[src/rtl/tagged_assoc_btb_if.sv]
// Lookup, update and flush signals of the tagged set-associative BTB.
// The frontend (master) drives PC/update/flush; the BTB (slave) returns per-slot predictions.
interface tagged_assoc_btb_if #(
    parameter int unsigned VLEN            = 64,
    parameter int unsigned INSTR_PER_FETCH = 2
);
    logic                              flush_i;
    logic                              debug_mode_i;
    logic [VLEN-1:0]                   vpc_i;
    logic                              upd_valid_i;
    logic [VLEN-1:0]                   upd_pc_i;
    logic [VLEN-1:0]                   upd_target_i;
    logic [INSTR_PER_FETCH-1:0]        pred_valid_o;
    logic [INSTR_PER_FETCH*VLEN-1:0]   pred_target_o;
    logic                              flush_busy_o;
    logic                              dbg_flush_state_o;

    // Updates are fire-and-forget: upd_valid_i is sampled once per cycle, there is no
    // ready, and a request the BTB cannot take (debug, flush, sweep) is silently dropped.
    modport master (
        output flush_i, debug_mode_i, vpc_i, upd_valid_i, upd_pc_i, upd_target_i,
        input  pred_valid_o, pred_target_o, flush_busy_o, dbg_flush_state_o
    );
    modport slave (
        input  flush_i, debug_mode_i, vpc_i, upd_valid_i, upd_pc_i, upd_target_i,
        output pred_valid_o, pred_target_o, flush_busy_o, dbg_flush_state_o
    );
endinterface

[src/rtl/tagged_assoc_btb.sv]
// Set-associative partial-tag BTB with per-set round-robin replacement and a
// one-set-per-cycle invalidate sweep.
module tagged_assoc_btb #(
    parameter int unsigned NR_ENTRIES      = 64,
    parameter int unsigned NR_WAYS         = 2,
    parameter int unsigned INSTR_PER_FETCH = 2,
    parameter int unsigned VLEN            = 64,
    parameter int unsigned TAG_BITS        = 8,
    parameter int unsigned RVC             = 1
) (
    input  logic              clk_i,
    input  logic              rst_ni,
    tagged_assoc_btb_if.slave bus
);
    localparam int unsigned OFFSET    = (RVC != 0) ? 1 : 2;
    localparam int unsigned ROW       = $clog2(INSTR_PER_FETCH);
    localparam int unsigned NR_SETS   = NR_ENTRIES / (NR_WAYS * INSTR_PER_FETCH);
    localparam int unsigned SET_BITS  = $clog2(NR_SETS);
    localparam int unsigned WAY_BITS  = (NR_WAYS > 1) ? $clog2(NR_WAYS) : 1;
    localparam int unsigned SLOT_BITS = (ROW > 0) ? ROW : 1;

    typedef enum logic {ST_IDLE, ST_FLUSH} state_e;

    function automatic logic [SET_BITS-1:0] pc_set(input logic [VLEN-1:0] pc);
        logic [VLEN-1:0] sh;
        sh = pc >> (OFFSET + ROW);
        return sh[SET_BITS-1:0];
    endfunction

    function automatic logic [TAG_BITS-1:0] pc_tag(input logic [VLEN-1:0] pc);
        logic [VLEN-1:0] sh;
        sh = pc >> (OFFSET + ROW + SET_BITS);
        return sh[TAG_BITS-1:0];
    endfunction

    // Without compressed instructions every branch maps to slot 0.
    function automatic logic [SLOT_BITS-1:0] pc_slot(input logic [VLEN-1:0] pc);
        logic [VLEN-1:0] sh;
        sh = pc >> OFFSET;
        if (RVC == 0 || ROW == 0) return '0;
        return sh[SLOT_BITS-1:0];
    endfunction

    logic                r_valid  [NR_SETS][INSTR_PER_FETCH][NR_WAYS];
    logic [TAG_BITS-1:0] r_tag    [NR_SETS][INSTR_PER_FETCH][NR_WAYS];
    logic [VLEN-1:0]     r_target [NR_SETS][INSTR_PER_FETCH][NR_WAYS];
    logic [WAY_BITS-1:0] r_rr     [NR_SETS];

    state_e              r_state, w_state_next;
    logic [SET_BITS-1:0] r_fcnt, w_fcnt_next;

    logic [SET_BITS-1:0]             w_lk_set;
    logic [TAG_BITS-1:0]             w_lk_tag;
    logic [INSTR_PER_FETCH-1:0]      w_pred_valid;
    logic [INSTR_PER_FETCH*VLEN-1:0] w_pred_target;

    logic [SET_BITS-1:0]  w_upd_set;
    logic [SLOT_BITS-1:0] w_upd_slot;
    logic [TAG_BITS-1:0]  w_upd_tag;
    logic                 w_upd_hit;
    logic [WAY_BITS-1:0]  w_upd_hit_way;
    logic [WAY_BITS-1:0]  w_upd_way;
    logic                 w_accept;

    assign w_lk_set   = pc_set(bus.vpc_i);
    assign w_lk_tag   = pc_tag(bus.vpc_i);
    assign w_upd_set  = pc_set(bus.upd_pc_i);
    assign w_upd_slot = pc_slot(bus.upd_pc_i);
    assign w_upd_tag  = pc_tag(bus.upd_pc_i);

    // Ways are scanned from the top so the lowest-index hitting way wins.
    always_comb begin
        w_pred_valid  = '0;
        w_pred_target = '0;
        for (int i = 0; i < INSTR_PER_FETCH; i++) begin
            for (int w = NR_WAYS - 1; w >= 0; w--) begin
                if (r_state == ST_IDLE && r_valid[w_lk_set][i][w] &&
                    r_tag[w_lk_set][i][w] == w_lk_tag) begin
                    w_pred_valid[i]                = 1'b1;
                    w_pred_target[i*VLEN +: VLEN]  = r_target[w_lk_set][i][w];
                end
            end
        end
    end

    always_comb begin
        w_upd_hit     = 1'b0;
        w_upd_hit_way = '0;
        for (int w = NR_WAYS - 1; w >= 0; w--) begin
            if (r_valid[w_upd_set][w_upd_slot][w] &&
                r_tag[w_upd_set][w_upd_slot][w] == w_upd_tag) begin
                w_upd_hit     = 1'b1;
                w_upd_hit_way = WAY_BITS'(w);
            end
        end
    end

    assign w_upd_way = w_upd_hit ? w_upd_hit_way : r_rr[w_upd_set];
    assign w_accept  = bus.upd_valid_i && !bus.debug_mode_i &&
                       (r_state == ST_IDLE) && !bus.flush_i;

    always_comb begin
        w_state_next = r_state;
        w_fcnt_next  = r_fcnt;
        case (r_state)
            ST_IDLE: begin
                if (bus.flush_i) begin
                    w_state_next = ST_FLUSH;
                    w_fcnt_next  = '0;
                end
            end
            ST_FLUSH: begin
                if (bus.flush_i) begin
                    w_fcnt_next = '0;
                end else begin
                    w_fcnt_next = r_fcnt + SET_BITS'(1);
                    if (r_fcnt == SET_BITS'(NR_SETS - 1)) w_state_next = ST_IDLE;
                end
            end
            default: begin
                w_state_next = ST_IDLE;
                w_fcnt_next  = '0;
            end
        endcase
    end

    always_ff @(posedge clk_i) begin
        if (!rst_ni) begin
            r_state <= ST_IDLE;
            r_fcnt  <= '0;
        end else begin
            r_state <= w_state_next;
            r_fcnt  <= w_fcnt_next;
        end
    end

    // Sweep and accepted updates never coincide: updates are only taken in IDLE.
    always_ff @(posedge clk_i) begin
        if (!rst_ni) begin
            for (int s = 0; s < NR_SETS; s++) begin
                r_rr[s] <= '0;
                for (int i = 0; i < INSTR_PER_FETCH; i++)
                    for (int w = 0; w < NR_WAYS; w++)
                        r_valid[s][i][w] <= 1'b0;
            end
        end else begin
            if (r_state == ST_FLUSH) begin
                for (int i = 0; i < INSTR_PER_FETCH; i++)
                    for (int w = 0; w < NR_WAYS; w++)
                        r_valid[r_fcnt][i][w] <= 1'b0;
            end
            if (w_accept) begin
                r_valid[w_upd_set][w_upd_slot][w_upd_way] <= 1'b1;
                if (!w_upd_hit)
                    r_rr[w_upd_set] <= (r_rr[w_upd_set] == WAY_BITS'(NR_WAYS - 1)) ?
                                       '0 : r_rr[w_upd_set] + WAY_BITS'(1);
            end
        end
    end

    always_ff @(posedge clk_i) begin
        if (w_accept) begin
            r_tag[w_upd_set][w_upd_slot][w_upd_way]    <= w_upd_tag;
            r_target[w_upd_set][w_upd_slot][w_upd_way] <= bus.upd_target_i;
        end
    end

    assign bus.pred_valid_o      = w_pred_valid;
    assign bus.pred_target_o     = w_pred_target;
    assign bus.flush_busy_o      = (r_state == ST_FLUSH);
    assign bus.dbg_flush_state_o = r_state;
endmodule
[src/flat_wrapper.sv]
// flat-port wrapper written by rule: the top's interface ports become plain ports
module tagged_assoc_btb_flat 
#(
    parameter int unsigned NR_ENTRIES      = 64,
    parameter int unsigned NR_WAYS         = 2,
    parameter int unsigned INSTR_PER_FETCH = 2,
    parameter int unsigned VLEN            = 64,
    parameter int unsigned TAG_BITS        = 8,
    parameter int unsigned RVC             = 1
)
  (clk_i, rst_ni, bus_flush_i, bus_debug_mode_i, bus_vpc_i, bus_upd_valid_i, bus_upd_pc_i, bus_upd_target_i, bus_pred_valid_o, bus_pred_target_o, bus_flush_busy_o, bus_dbg_flush_state_o);
  tagged_assoc_btb_if #(.VLEN(VLEN), .INSTR_PER_FETCH(INSTR_PER_FETCH)) bus_i ();
  input  logic clk_i;
  input  logic rst_ni;
  input wire logic [$bits(bus_i.flush_i)-1:0] bus_flush_i;
  input wire logic [$bits(bus_i.debug_mode_i)-1:0] bus_debug_mode_i;
  input wire logic [$bits(bus_i.vpc_i)-1:0] bus_vpc_i;
  input wire logic [$bits(bus_i.upd_valid_i)-1:0] bus_upd_valid_i;
  input wire logic [$bits(bus_i.upd_pc_i)-1:0] bus_upd_pc_i;
  input wire logic [$bits(bus_i.upd_target_i)-1:0] bus_upd_target_i;
  output wire logic [$bits(bus_i.pred_valid_o)-1:0] bus_pred_valid_o;
  output wire logic [$bits(bus_i.pred_target_o)-1:0] bus_pred_target_o;
  output wire logic [$bits(bus_i.flush_busy_o)-1:0] bus_flush_busy_o;
  output wire logic [$bits(bus_i.dbg_flush_state_o)-1:0] bus_dbg_flush_state_o;
  assign bus_i.flush_i = bus_flush_i;
  assign bus_i.debug_mode_i = bus_debug_mode_i;
  assign bus_i.vpc_i = bus_vpc_i;
  assign bus_i.upd_valid_i = bus_upd_valid_i;
  assign bus_i.upd_pc_i = bus_upd_pc_i;
  assign bus_i.upd_target_i = bus_upd_target_i;
  assign bus_pred_valid_o = bus_i.pred_valid_o;
  assign bus_pred_target_o = bus_i.pred_target_o;
  assign bus_flush_busy_o = bus_i.flush_busy_o;
  assign bus_dbg_flush_state_o = bus_i.dbg_flush_state_o;
  tagged_assoc_btb #(.NR_ENTRIES(NR_ENTRIES), .NR_WAYS(NR_WAYS), .INSTR_PER_FETCH(INSTR_PER_FETCH), .VLEN(VLEN), .TAG_BITS(TAG_BITS), .RVC(RVC)) u_core (.clk_i(clk_i), .rst_ni(rst_ni), .bus(bus_i));
endmodule
[config.mk]
export PLATFORM = sky130hd
export DESIGN_NAME = tagged_assoc_btb_flat
export DESIGN_NICKNAME = d
export VERILOG_FILES = /design/src/rtl/tagged_assoc_btb_if.sv /design/src/rtl/tagged_assoc_btb.sv /design/src/flat_wrapper.sv
export SDC_FILE = /design/constraint.sdc
export NUM_CORES = 2
export LEC_CHECK = 0
export BUFFER_PORTS_ARGS = -buffer_cell sky130_fd_sc_hd__clkbuf_2
export CAP_MARGIN = 10
export CORE_UTILIZATION = 55
export CTS_BUF_LIST = sky130_fd_sc_hd__clkbuf_8
export DETAILED_ROUTE_END_ITERATION = 8
export GPL_ROUTABILITY_DRIVEN = 1
export GPL_TIMING_DRIVEN = 0
export PLACE_DENSITY = 0.71
export SYNTH_ARGS = -nofsm -noshare
export SYNTH_HDL_FRONTEND = slang
export SYNTH_MEMORY_MAX_BITS = 65536
export SYNTH_SLANG_ARGS = --single-unit
[constraint.sdc]
create_clock -name clk_i -period 10.35 [get_ports clk_i]
set_input_delay 1.035 -clock clk_i [delete_from_list [all_inputs] [get_ports clk_i]]
set_output_delay 1.035 -clock clk_i [all_outputs]
set_load 0.01 [all_outputs]
==> summary.txt <==
Worst setup path
  • CP startpoint kind: input pin
  • CP max stage cell: a2111oi_0
  • Worst Path Buf+Inv: 9
  • Crit path DAT: 9.03 ns
  • FF-to-FF path depth: 16
  • Setup CP Type: in2out
  • CP Launch Point: bus_vpc_i[3]
  • Reg2reg start: u_core.r_tag[3][31]
  • CP Capture Type: primary output
  • Most frequent cell on the critical path: clkbuf_1
  • Critical R2R Capture: u_core.r_target[7][143]
  • Delay-heaviest family, CP: buffers and inverters
  • Reg2reg setup slack: 4.37 ns
  • CP cell instances: buf_2 -> buf_2 -> clkbuf_1 -> clkbuf_1 -> buf_8 -> mux4_2 -> a211oi_1 -> a2111oi_0 -> nand4_1 -> clkbuf_2 -> buf_12 -> clkbuf_1 -> nand2b_1 -> o21ai_0 -> clkbuf_2
  • Worst EP required: 9.32 ns
  • WP depth: 15
  • CP Max Fanout: 10
  • Setup crit end: bus_pred_target_o[115]
  • Max stage delay on crit path: 1.25 ns

Clock network
  • Clock Pin Slew Worst Setup and Hold Paths: 0.07 ns
  • CTS sink count: 4693
  • Max Buffers Root-to-Sink: 4
  • Cts bufs inserted: 720
  • CTS tree: done
  • Root Buffer: clkbuf_8
  • H-tree Lvls: 6
  • Clk_lat worst skew: 1.28 ns

Floorplan
  • Die area: 339200 um^2
  • Initial Util: 0.5543
  • Die Span Y: 582.4 um
  • Row Count: 212
  • Core area: 334200 um^2
  • I/O Pins: 329
  • Die Wd: 582.4 um

Power and ir drop
  • PwrDens: 173.4 nW/um^2
  • Leak pwr: 0.06783 uW
  • Worst vdd ir: 0.1418 mV

Route
  • Pre-antenna DRT Iters: 9
  • WL/cell: 37.23 um
  • Remaining DRCs: 1
  • Routed Wire Length: 529200 um
  • Detailed router's first-iteration violation count: 15145
  • Final ANT Viol Nets: 0
  • Vias per cell: 6.768
  • Via count: 96198

Logic synthesis
  • Ys flop type: edfxtp_1
  • Syn_nets: 7998
  • Synth top area share: 0.7571
  • Yosys warning total: 0
  • Mapped Area: 185300 um^2
  • Yosys cell types: 64
  • Most frequent cell after synthesis: edfxtp_1
  • Asr flop ratio synth: 0
  • EDFF count, synth: 4671
  • Syn avg cell area: 23.75 um^2
  • Dominant cells by area after synthesis: edfxtp_1 (76%), mux4_2 (19%), mux2i_1 (0.54%), clkbuf_1 (0.53%), mux2_2 (0.44%)
  • Largest area contributor in the netlist: edfxtp_1
  • Synthesized flop and latch total: 4693
  • Commonest cells in the netlist: edfxtp_1 (4671), mux4_2 (1567), clkbuf_1 (263), buf_2 (150), nand2_1 (147)
  • Synth Instances: 7800
  • Sequential area share after synthesis: 0.7595

Placed design
  • GPL Wtd Cong: 0.9015
  • Worst Setup Slack post-DPL: 0.3086 ns
  • Port buffer count: 216
  • Post-Place Cells: 12874
  • Placed wire-length estimate: 367800 um

Timing
  • RSZ-0062 raised after global routing: no
  • Final hold vios: 0
  • Max Slew Vio Count: 1
  • Slew HR: -0.005952
  • Setup TNS: 0 ns
  • Max Clock Skew: 0.1003 ns
  • Final worst path period need: 10.06 ns
  • Number of setup violations in the final report: 0
  • Post-route setup slack: 0.2885 ns
  • Fmax: 0.09939 GHz
  • Final Cycle Share: 0.9721
  • Worst Tran Pin Value: 1.471 ns

Job
  • Max Cap Viol: 1

GRT
  • Largest net degree at the start of global routing: 68
  • Initial antenna violation count: 44
  • Gr ovfl total: 0
  • GRT Overall Usage: 0.3128
  • First-pass GRT wire length: 732300 um
  • Vias in the first global route: 97243

Final layout
  • Share of cells above drive strength 1: 0.3580
  • Nets: 9442
  • Final non-filler cell total: 14213
  • Layout area overhead: 14.69%
  • # fillers: 21784

Outcome
  • Failing checks: design-rule violations, max-capacitance violations, max-slew violations
  • Status: finished with violations

Hold path
  • Hold crit path type: in2reg
==> how the worst min path moves through the flow <==
stage | from | endpoint | cells after the start
after CTS | rst_ni | u_core.r_fcnt[1] | 4
after detailed placement | u_core.r_rr[13] | u_core.r_rr[13] | 2
final | bus_upd_pc_i[8] | u_core.r_tag[10][18] | 1
after global routing | bus_upd_pc_i[7] | u_core.r_tag[13][17] | 1
after floorplan | u_core.r_valid[8][3] | u_core.r_valid[8][3] | 2
after global placement | u_core.r_valid[8][3] | u_core.r_valid[8][3] | 2
==> placed cells by master (no fill, tap or decap), drive strengths merged, types with 17 or more instances in the layout <==
cell type,count
a31oi,17
dfxtp,22
diode,40
nand2b,67
o31ai,34
xnor2,17
o21ai,103
a21oi,43
clkinv,253
buf,722
clkbuf,1209
mux2,72
clkinvlp,18
mux2i,100
edfxtp,4671
nor2,28
nor3,73
and2,33
xor2,31
nand3,22
nor2b,78
nand2,148
inv,261
a22oi,31
o21a,34
mux4,1567
==> state kept, by name, summed over array words and instances (netlist names) <==
signal                        cells
u_core.bus.dbg_flush_state_o      1
u_core.r_fcnt                     4
u_core.r_rr                      16
u_core.r_tag                    512
u_core.r_target                4096
u_core.r_valid                   64
==> final cells by class <==
type                       count  area [um^2]  area share
buffer                       478         2200     0.01035
clock inverter               532         2603     0.01225
inverter                       9        33.78   0.0001590
clock buffer                 732        10070     0.04742
tap                         4387         5489     0.02583
multi-input combinational   2620        42720      0.2010
antenna                       40        100.1   0.0004711
timing repair buffer         722         8551     0.04024
sequential                  4693       140700      0.6622
==> cells by family (layout without fill, tap and decap cells) <==
group                    count (synthesis)  in the layout  share of synthesized area
flip-flops                            4693           4693                     0.7595
multiplexers                          1739           1739                     0.2003
AND/OR/NAND/NOR                        496            496                    0.01394
buffers and inverters                  487           2473                    0.01189
AO/OA/AOI/OAI                          336            336                    0.01204
XOR/XNOR                                48             48                   0.002269
adder cells (fa/ha/maj)                  1              1                 0.00006753
other                                    0             40                          0
==> through the flow <==
| step | total power, uW | utilization | hold WS [ns] | cell area, um^2 |
|---|---|---|---|---|
| 2_1_floorplan | 22420 | - | 0.4303 | 185300 |
| 3_3_place_gp | 23170 | 0.5740 | 0.4553 | 191800 |
| 3_5_place_dp | 23250 | 0.5954 | 0.4931 | 199000 |
| 4_1_cts | 36920 | 0.6334 | 0.4117 | 211700 |
| 5_1_grt | 37830 | 0.6355 | 0.2115 | 212400 |
| 6_report | 36850 | 0.6357 | 0.1921 | 212500 |
==> repair_timing <==
item                                   CTS  global route
endpoints found under the hold margin    1             0
gates resized for setup                  0             0
hold buffers                             1             0
setup endpoints to repair                0             0
setup buffers                            0             0
==> per-layer routing <==
metal,part of all wire,up-vias,wire [um],global-route usage
li1,-,36832,-,-
met1,0.36,50770,189500,0.4268
met2,0.47,7239,246700,0.4773
met3,0.13,1329,66950,0.08641
met4,0.049,28,25830,0.1401
met5,0.00036,-,189,0
==> report_power, final <==
group | leakage (uW) | switching, uW | internal (uW)
combinational | 0.0183 | 1170 | 787
sequential | 0.0422 | 11.4 | 20900
clock | 0.00732 | 7140 | 6800
Power figures use the tool's default switching activity.
